===== src/rtl/ram_read_streamer_pkg.sv =====
// Shared memory-side constants for the RAM read streamer and its skid buffer.
package ram_read_streamer_pkg;

  localparam int SKID_DEPTH = 2;
  localparam int SKID_CNT_W = $clog2(SKID_DEPTH + 1);

endpackage


===== src/rtl/ram_read_skid_fifo.sv =====
// Small skid FIFO catching RAM read data that cannot be delivered in its arrival cycle.
module ram_read_skid_fifo
  import ram_read_streamer_pkg::*;
#(
  parameter int DATA_WIDTH = 32,
  parameter int DEPTH      = SKID_DEPTH
) (
  input  logic                          clk,
  input  logic                          resetn,
  input  logic                          push,
  input  logic [DATA_WIDTH-1:0]         push_data,
  input  logic                          pop,
  output logic [$clog2(DEPTH+1)-1:0]    count,
  output logic [DATA_WIDTH-1:0]         head
);

  localparam int CNT_W = $clog2(DEPTH + 1);
  localparam int PTR_W = (DEPTH > 1) ? $clog2(DEPTH) : 1;

  logic [DATA_WIDTH-1:0] mem_r [DEPTH];
  logic [PTR_W-1:0]      wr_ptr_r;
  logic [PTR_W-1:0]      rd_ptr_r;
  logic [CNT_W-1:0]      count_r;

  // Data storage carries no reset; only the pointers and count qualify it.
  always_ff @(posedge clk) begin
    if (push) begin
      mem_r[wr_ptr_r] <= push_data;
    end
  end

  // Pointer and occupancy tracking.
  always_ff @(posedge clk or negedge resetn) begin
    if (!resetn) begin
      wr_ptr_r <= {PTR_W{1'b0}};
      rd_ptr_r <= {PTR_W{1'b0}};
      count_r  <= {CNT_W{1'b0}};
    end else begin
      if (push) begin
        wr_ptr_r <= (wr_ptr_r == PTR_W'(DEPTH - 1)) ? {PTR_W{1'b0}} : wr_ptr_r + PTR_W'(1);
      end
      if (pop) begin
        rd_ptr_r <= (rd_ptr_r == PTR_W'(DEPTH - 1)) ? {PTR_W{1'b0}} : rd_ptr_r + PTR_W'(1);
      end
      case ({push, pop})
        2'b10:   count_r <= count_r + CNT_W'(1);
        2'b01:   count_r <= count_r - CNT_W'(1);
        default: count_r <= count_r;
      endcase
    end
  end

  assign count = count_r;
  assign head  = mem_r[rd_ptr_r];

endmodule


===== src/rtl/ram_read_streamer.sv =====
// Turns a valid/ready read-command stream into an in-order valid/ready response
// stream from a RAM with a one-cycle registered read port.
module ram_read_streamer
  import ram_read_streamer_pkg::*;
#(
  parameter int ADDR_WIDTH = 10,
  parameter int DATA_WIDTH = 32
) (
  input  logic                  clk,
  input  logic                  resetn,
  input  logic                  cmd_valid,
  output logic                  cmd_ready,
  input  logic [ADDR_WIDTH-1:0] cmd_addr,
  output logic                  ram_rd_en,
  output logic [ADDR_WIDTH-1:0] ram_rd_addr,
  input  logic [DATA_WIDTH-1:0] ram_rd_data,
  output logic                  rsp_valid,
  input  logic                  rsp_ready,
  output logic [DATA_WIDTH-1:0] rsp_data
);

  logic                  inflight_r;
  logic [SKID_CNT_W-1:0] fifo_count_s;
  logic [DATA_WIDTH-1:0] fifo_head_s;
  logic                  fifo_nonempty_s;
  logic                  fifo_push_s;
  logic                  fifo_pop_s;
  logic                  cmd_fire_s;
  logic                  cmd_ready_s;
  logic                  rsp_valid_s;
  logic [DATA_WIDTH-1:0] rsp_data_s;
  logic [SKID_CNT_W:0]   occupancy_s;

  // Ready, bypass mux and FIFO control; ready also opens when a response
  // leaves this cycle, so streaming runs at full rate.
  always_comb begin
    fifo_nonempty_s = (fifo_count_s != {SKID_CNT_W{1'b0}});
    occupancy_s     = {1'b0, fifo_count_s} + {{SKID_CNT_W{1'b0}}, inflight_r};
    rsp_valid_s     = fifo_nonempty_s || inflight_r;
    if (fifo_nonempty_s) begin
      rsp_data_s = fifo_head_s;
    end else begin
      rsp_data_s = ram_rd_data;
    end
    if (!resetn) begin
      cmd_ready_s = 1'b0;
    end else begin
      cmd_ready_s = (occupancy_s < (SKID_CNT_W+1)'(SKID_DEPTH)) || (rsp_valid_s && rsp_ready);
    end
    cmd_fire_s  = cmd_valid && cmd_ready_s;
    fifo_push_s = inflight_r && !(!fifo_nonempty_s && rsp_ready);
    fifo_pop_s  = fifo_nonempty_s && rsp_ready;
  end

  // One read is outstanding at the RAM when a command fired last cycle.
  always_ff @(posedge clk or negedge resetn) begin
    if (!resetn) begin
      inflight_r <= 1'b0;
    end else begin
      inflight_r <= cmd_fire_s;
    end
  end

  ram_read_skid_fifo #(
    .DATA_WIDTH (DATA_WIDTH),
    .DEPTH      (SKID_DEPTH)
  ) u_skid (
    .clk       (clk),
    .resetn    (resetn),
    .push      (fifo_push_s),
    .push_data (ram_rd_data),
    .pop       (fifo_pop_s),
    .count     (fifo_count_s),
    .head      (fifo_head_s)
  );

  assign cmd_ready   = cmd_ready_s;
  assign ram_rd_en   = cmd_fire_s;
  assign ram_rd_addr = cmd_addr;
  assign rsp_valid   = rsp_valid_s;
  assign rsp_data    = rsp_data_s;

endmodule


===== config.mk =====
export PLATFORM = sky130hd
export DESIGN_NAME = ram_read_streamer
export DESIGN_NICKNAME = d
export VERILOG_FILES = /design/src/rtl/ram_read_streamer_pkg.sv /design/src/rtl/ram_read_skid_fifo.sv /design/src/rtl/ram_read_streamer.sv
export SDC_FILE = /design/constraint.sdc
export NUM_CORES = 1
export LEC_CHECK = 0
export CORE_MARGIN = 2
export CORE_UTILIZATION = 52
export CTS_BUF_LIST = sky130_fd_sc_hd__clkbuf_2 sky130_fd_sc_hd__clkbuf_4 sky130_fd_sc_hd__clkbuf_8
export DETAILED_ROUTE_END_ITERATION = 10
export GPL_ROUTABILITY_DRIVEN = 0
export PLACE_DENSITY = 0.88
export SKIP_LAST_GASP = 1
export SLEW_MARGIN = 15
export SYNTH_ARGS = -nofsm -noshare
export SYNTH_HDL_FRONTEND = slang
export SYNTH_SLANG_ARGS = --single-unit

===== constraint.sdc =====
create_clock -name clk -period 4.1 [get_ports clk]
set_clock_uncertainty 0.05 [all_clocks]
set_input_delay 1.025 -clock clk [delete_from_list [all_inputs] [get_ports clk]]
set_output_delay 1.025 -clock clk [all_outputs]
set_load 0.01 [all_outputs]

==> results.yml <==
status:
  status: "completed"
global_route:
  grt_pass1_wl_mm: 8.14
  grt_usage_pct: 17.2
  gr-total-overflow: 0
  grt_max_degree: 67
  first_global_vias: 1734
  antenna_found_initial: 0
clock_network:
  cts_sinks: 69
  clk_latency_ns: 0.32
  cts_made_buffers: 9
  cts_hold_buf: 0
  ctsLongestPathBuffers: 2
  clockRootBuffer: "clkbuf_8"
  htree_levels: 3
  cts_setup_buffers: 0
  cts_resized: 0
  clk_pin_slew_ns: 0.07
  cts_tree: "done"
final_layout:
  n_antenna_cell: 0
  drive_above_1_share_pct: 7.38
  syn2layout_area_growth_pct: 27.5
  nNetsFinal: 314
  stdcell_count: 343
setup_path:
  critPathLaunchType: "primary input"
  critPathCaptureType: "output pin"
  cp_top_family: "buffers and inverters"
  crit_type: "in -> out"
  slowest_stage: "clkdlybuf4s50_1"
  worst-path-buf-inv: 2
  critPathRequiredTime_ns: 3.02
  cp.arrival_ns: 2.44
  cp_common_cell: "clkdlybuf4s50_1"
  path_cells: "clkdlybuf4s50_1 > nand2_1 > nor2_1 > clkdlybuf4s50_1"
  critPathMaxFanout: 7
  slowest_delay_ns: 0.63
sta:
  setup_tns_ns: 0
  finalSetupViolCount: 0
  min_period_ns: 3.52
  max_freq_mhz: 284
  relSlewSlack_pct: 36.0
  final.setup.worst_slack_ns: 0.584
  fin_crit_sh_pct: 85.8
  hold_viol: 0
  drv_slew: 0
  grt_setup_unrepaired: "false"
  timing_worst_slew_pin_value_ns: 0.957
synth:
  ys_top_cells_by_area: "edfxtp_1 (65%), mux2i_1 (11%), a21oi_1 (5.6%)"
  synth_edf_count: 64
  synth_common_cells: "edfxtp_1 (64), nor2_1 (37), a21oi_1 (33), mux2i_1 (32), buf_4 (11)"
  syn_area_mm2: 0.00295
  yosysTopAreaCell: "edfxtp_1"
  synth.top_cell.area_share_pct: 65.1
  synth-seq-area-share_pct: 69.4
  yosys_warnings: 0
  yosysUniqueCellTypes: 18
  ys.flop_type: "edfxtp_1"
  syn_nets: 253
  synth_most_common_cell: "edfxtp_1"
  ys_seq_elements: 69
  ys_async_sr_fraction_pct: 7.25
  synth_area_per_cell_um2: 14.3
  synthesis.instances: 206
pwr:
  p_clk_share_pct: 17.9
  p_sw_mw: 0.809
  power.density_mw_per_mm2: 669
  p_leak_nw: 1.38
  p_sw_share_pct: 32.1
  vdd_drop_max_v: 0.000514
  p_seq_share_pct: 38.1
  p_int_mw: 1.71
  combinationalPowerShare_pct: 44.0
drt:
  drc: 0
  first_pass_iters: 4
  vias: 1780
  wl_per_cell_um: 15.0
  vias_per_cell: 5.19
  antenna_left: 0
  drt_iter0_markers: 107
  wirelength_mm: 5.16
die:
  core_area_mm2: 0.00551
  die_h_um: 79.3
  ios: 91
  die_area_mm2: 0.00629
  rows: 27
  die_x_um: 79.3
  initial_core_util_pct: 53.6
min_path:
  hold_class: "reg -> reg"
placed_design:
  hpwl_mm: 3.26
  dp_slack_ns: 0.572
  placed_cells: 328
  portBuffers: 70
job:
  drv_cap: 0
## flip-flops by register name, summed over array words and instances (netlist names)
name / cells
u_skid.rd_ptr_r: 1
u_skid.wr_ptr_r: 1
u_skid.mem_r: 64
inflight_r: 1
u_skid.count: 2
## layout make-up
type	instances	area, um^2
inverter	2	7.51
sequential	69	2050
clock inverter	3	13.8
tap	72	90.1
clock buffer	12	146
fill	374	1740
multi-input combinational	114	736
timing repair buffer	71	721
## per-stage QoR
step	total power [mW]	utilization (%)	hold slack [ns]	instance area (um^2)
after global routing	2.66	68.3	0.489	3760
after detailed placement	2.09	65.4	0.462	3600
after global placement	2.06	65.4	0.446	3600
final	2.52	68.3	0.467	3760
after CTS	2.54	68.3	0.475	3760
after floorplan	1.62	-	0.418	2950
## layer usage
metal | GRT usage, % | share of wire, % | vias up
met5 | 0 | 0 | -
met4 | 9.31 | 2.2 | 0
met2 | 29.4 | 51 | 53
met1 | 20.8 | 43 | 854
met3 | 3.07 | 4.0 | 12
li1 | - | - | 861
## power groups by stage
| stage | combinational, mW | sequential (mW) | clock, mW |
|---|---|---|---|
| global route | 1.20 | 0.970 | 0.488 |
| detailed placement | 1.11 | 0.976 | 0 |
| floorplan | 0.696 | 0.919 | 0 |
| finish | 1.11 | 0.958 | 0.451 |
| global placement | 1.10 | 0.967 | 0 |
| CTS | 1.12 | 0.960 | 0.462 |
## cell usage in the layout (no fill, tap or decap), drive strengths merged, types with 2 or more instances in the layout
| master | Yosys | routed |
|---|---|---|
| xnor2 | 3 | 3 |
| a21oi | 33 | 33 |
| xor2 | 2 | 2 |
| clkbuf | 0 | 12 |
| nor2 | 37 | 37 |
| dfrtp | 5 | 5 |
| mux2i | 32 | 32 |
| edfxtp | 64 | 64 |
| clkinv | 0 | 3 |
| clkdlybuf4s50 | 0 | 70 |
| inv | 2 | 2 |
## path summary, 6_finish.rpt
kind / endpoint / from / slack, ns / cells past startpoint
worst max-delay path: ram_rd_en / resetn / 0.58 / 4
worst min-delay path: u_skid.count[1]$_DFFE_PN0P_ / u_skid.count[1]$_DFFE_PN0P_ / 0.47 / 1
worst max register to register: u_skid.mem_r[0][24]$_DFFE_PP_ / u_skid.count[0]$_DFFE_PN0P_ / 1.61 / 3
worst min register to register: u_skid.count[1]$_DFFE_PN0P_ / u_skid.count[1]$_DFFE_PN0P_ / 0.47 / 1
max in group asynchronous: u_skid.rd_ptr_r$_DFFE_PN0P_ / resetn / 2.86 / 1
min in group asynchronous: u_skid.count[0]$_DFFE_PN0P_ / resetn / 0.90 / 1
## kinds of logic after synthesis
logic type      synth area share (%)
buf+inv                         6.23
fa+ha+maj                      0.424
flops                           69.4
simple gates                    5.77
compound gates                  5.89
xor+xnor                        1.48
mux                             10.9
(Power assumes the default switching activity.)
==> patch 1: new RTL, same flow settings <==
`ADDR_WIDTH`: 10 -> 11.
--- a/src/rtl/ram_read_streamer.sv
+++ b/src/rtl/ram_read_streamer.sv
@@ -4,5 +4,5 @@
   import ram_read_streamer_pkg::*;
 #(
-  parameter int ADDR_WIDTH = 10,
+  parameter int ADDR_WIDTH = 11,
   parameter int DATA_WIDTH = 32
 ) (
Ports: changed (resized cmd_addr and ram_rd_addr); port bits go from 91 to 93. No check against the original RTL was run, so the function may have changed too.
==> patch 1 against the original RTL <==
Die area up 0.24%; area after synthesis rose by 0.25%; routed wire length fell by 0.79%; synthesized cell count grew 0.49%; hold slack improved by 0.0015 ns; setup slack worse by 0.00059 ns; sequential cell count unchanged; total power up 4.2%; cell area increased by 0.90%; critical path type unchanged.
==> patch 1: results <==
set metrics [dict create \
    synth_common_cells "edfxtp_1 (64), nor2_1 (37), a21oi_1 (33)" \
    synth.distinct_cells 18 \
    top_register "u_skid.mem_r" \
    dr.pass1.iters 4 \
    port_buffers 70 \
    synth_area_leaders "edfxtp_1 (65%), mux2i_1 (11%), a21oi_1 (5.6%)" \
    grt_pass1_vias 1779 \
    cp.arrival_ns 2.44 \
    syn-num-nets 255 \
    clkTransAtPathRegs_ns 0.08 \
    r2r_end "u_skid.mem_r[0][8]" \
    wl_per_cell_um 14.9 \
    yosysWarnings 0 \
    layout.nets 314 \
    r2r_cells 3 \
    clock_path_buffers 2 \
    numCtsBuffers 9 \
    htreeDepth 3 \
    rr_startpoint "u_skid.count[0]" \
    postCtsSetupRepairBufs 0 \
    async_flop_share_pct 7.25 \
    critPathMaxFanout 7 \
    p_leak_nw 1.38 \
    hold_class "reg2reg" \
    root_buffer "clkbuf_8" \
    dpl.hpwl_um 3170 \
    drt_first_iter_violations 146 \
    p_sw_mw 0.821 \
    slew_headroom_pct 35.5 \
    synth_edf_count 64 \
    status "finished, final reports clean" \
    diodes 0 \
    grt_overflow 0 \
    ir_worst_vdd_mv 0.624 \
    fmax_mhz 284 \
    grt_pass1_wl_um 8130 \
    crit_end "ram_rd_en" \
    clkLatencyLatePin_ns 0.32 \
    rrSetupSlack_ns 1.61 \
    antenna_found_initial 0 \
    grt_max_degree 67 \
    largest_register_ffs 64 \
    track_usage_pct 17.0 \
    seq_area_frac_synth_pct 69.2 \
    postCtsResizedCells 0 \
    drive_gt1_share_pct 7.75 \
    dp_worst_setup_slack_ns 0.573 \
    crit_start "resetn" \
    synthFlopType "edfxtp_1" \
    vias 1744 \
    nFillCells 399 \
]
-- patch 1: cell count changes in the layout (fill, tap and decap cells not counted) --
cell        change
clkbuf_4        -3
clkinvlp_4      +2
bufinv_16       +2
clkinv_2        +1
buf_12          -1
clkinv_1        -1
-- patch 1: power by group through the flow --
stage	logic, mW	registers (mW)	clock network (mW)
2_1_floorplan	0.697	0.919	0
3_3_place_gp	1.04	1.01	0
3_5_place_dp	1.05	1.01	0
4_1_cts	1.06	0.999	0.590
5_1_grt	1.14	1.01	0.619
6_report	1.05	0.994	0.580
-- patch 1: final cells by class --
class | count | area, um^2 | area share, %
Timing Repair Buffer | 70 | 701 | 18.5
Clock inverter | 7 | 90.1 | 2.37
Multi-Input combinational cell | 114 | 736 | 19.4
Inverter | 2 | 7.51 | 0.198
Sequential cell | 69 | 2050 | 54.0
Tap cell | 72 | 90.1 | 2.37
Clock buffer | 9 | 124 | 3.26
-- patch 1: how the worst min path moves through the flow --
| stage | startpoint | end | slack (ns) | depth (start not counted) |
|---|---|---|---|---|
| 3_3_place_gp | u_skid.count[1] | u_skid.count[1] | 0.45 | 1 |
| 4_1_cts | u_skid.count[1] | u_skid.count[1] | 0.47 | 1 |
| 3_5_place_dp | u_skid.count[1] | u_skid.count[1] | 0.46 | 1 |
| 5_1_grt | u_skid.count[1] | u_skid.count[1] | 0.49 | 1 |
| 6_report | u_skid.count[1] | u_skid.count[1] | 0.47 | 1 |
| 2_1_floorplan | u_skid.wr_ptr_r | u_skid.wr_ptr_r | 0.42 | 1 |
-- patch 1: cell families (layout without fill, tap and decap cells) --
| logic type | Yosys count | after routing | share of synthesized area [%] |
|---|---|---|---|
| flip-flops | 69 | 69 | 69.2 |
| AND/OR/NAND/NOR | 42 | 42 | 5.75 |
| AO/OA/AOI/OAI | 34 | 34 | 5.88 |
| multiplexers | 32 | 32 | 10.8 |
| buffers and inverters | 24 | 88 | 6.47 |
| XOR/XNOR | 5 | 5 | 1.48 |
| adder cells (fa/ha/maj) | 1 | 1 | 0.423 |
-- patch 1: metrics by stage --
stage               total power, mW  instances  util [%]  instance area (um^2)
floorplan                      1.62        207         -                  2960
global placement               2.04        327      65.1                  3580
detailed placement             2.07        327      65.1                  3580
CTS                            2.65        343      68.9                  3800
global route                   2.77        343      68.9                  3800
finish                         2.62        343      68.9                  3800
-- patch 1: routing by layer --
metal / vias to the layer above / wire length, um / GRT usage, %
met5: - / 0 / 0
met4: 0 / 87 / 8.45
met3: 7 / 193 / 3.51
met2: 44 / 2660 / 29.1
met1: 835 / 2180 / 20.5
li1: 858 / - / -
-- patch 1: critical path, stage by stage --
cell and delay [ns]:
clkdlybuf4s50_1 0.65, nand2_1 0.09, nor2_1 0.13, clkdlybuf4s50_1 0.55
==> patch 2: new RTL, same settings <==
Made on the original files. Make the reset (`resetn`) synchronous in 2 clocked blocks.
--- a/src/rtl/ram_read_skid_fifo.sv
+++ b/src/rtl/ram_read_skid_fifo.sv
@@ -31,5 +31,5 @@
 
   // Pointer and occupancy tracking.
-  always_ff @(posedge clk or negedge resetn) begin
+  always_ff @(posedge clk) begin
     if (!resetn) begin
       wr_ptr_r <= {PTR_W{1'b0}};
--- a/src/rtl/ram_read_streamer.sv
+++ b/src/rtl/ram_read_streamer.sv
@@ -54,5 +54,5 @@
 
   // One read is outstanding at the RAM when a command fired last cycle.
-  always_ff @(posedge clk or negedge resetn) begin
+  always_ff @(posedge clk) begin
     if (!resetn) begin
       inflight_r <= 1'b0;
Function: differs if resetn is asserted again (counterexample within 4 cycles, from zero or initial values and one cycle with resetn low); with resetn held inactive, the same outputs for 10 cycles.
==> patch 2 against the original RTL <==
Sequential cell count up 1; area after synthesis is 0.17% lower; routed wire length grew 3.5%; first-iteration DRC count shrank 20%; setup slack worse by 0.084 ns; cell area is 1.3% higher; core utilization rose by 1.3 points; total power shrank 8.5%; critical path type is now reg2out; highest routed layer unchanged.
==> patch 2: results <==
set metrics [dict create \
    dp_worst_setup_slack_ns 0.574 \
    syn-num-nets 260 \
    clock_buffers 10 \
    met3_length_um 222 \
    track_usage_pct 18.0 \
    grt_max_degree 34 \
    synth_top_area_share_pct 65.2 \
    ir_worst_vdd_mv 0.394 \
    drive_gt1_share_pct 7.50 \
    grt_pass1_wl_um 8430 \
    inverters 3 \
    nFillCells 404 \
    clock_sinks 70 \
    p_int_mw 1.59 \
    status "finished, final reports clean" \
    r2r_end "u_skid.mem_r[0][18]" \
    met1_length_um 2250 \
    drt_wl_total_um 5340 \
    rr_startpoint "u_skid.count[0]" \
    r2r_cells 4 \
    async_flop_share_pct 0 \
    nMultiInputCombCells 119 \
    hold_depth 2 \
    layout.nets 322 \
    fmax_mhz 278 \
    fin_cells 352 \
    synth_common_cells "edfxtp_1 (64), nor2_1 (34), a21oi_1 (33), mux2i_1 (33), buf_4 (14)" \
    dp.cells 336 \
    dpl.hpwl_um 3460 \
    grt_util_met1_pct 21.1 \
    p_leak_nw 1.27 \
    crit_end "rsp_data[31]" \
    critPathMaxFanout 33 \
    clkCellAreaFrac_pct 4.82 \
]
patch 2: metrics by stage:
step / hold slack (ns) / instance area (um^2) / utilization (%)
2_1_floorplan: 0.401 / 2950 / -
3_5_place_dp: 0.464 / 3630 / 66.3
6_report: 0.474 / 3810 / 69.7
5_1_grt: 0.512 / 3810 / 69.7
3_3_place_gp: 0.445 / 3630 / 66.3
4_1_cts: 0.474 / 3810 / 69.7
patch 2: kinds of logic (layout without fill, tap and decap cells):
group                    count (synthesis)  after routing  share of synthesized area (%)
flip-flops                              70             70                           69.3
AND/OR/NAND/NOR                         44             44                           6.28
AO/OA/AOI/OAI                           38             38                           6.75
multiplexers                            33             33                           11.2
buffers and inverters                   24             91                           5.14
XOR/XNOR                                 3              3                          0.892
adder cells (fa/ha/maj)                  1              1                          0.425
patch 2: critical path, cell delays in order, from the launching register on:
cell and delay, ns:
dfxtp_1 0.44, or2_2 0.54, buf_4 0.43, nor2_1 0.08
a21oi_1 0.15, clkdlybuf4s50_1 0.56
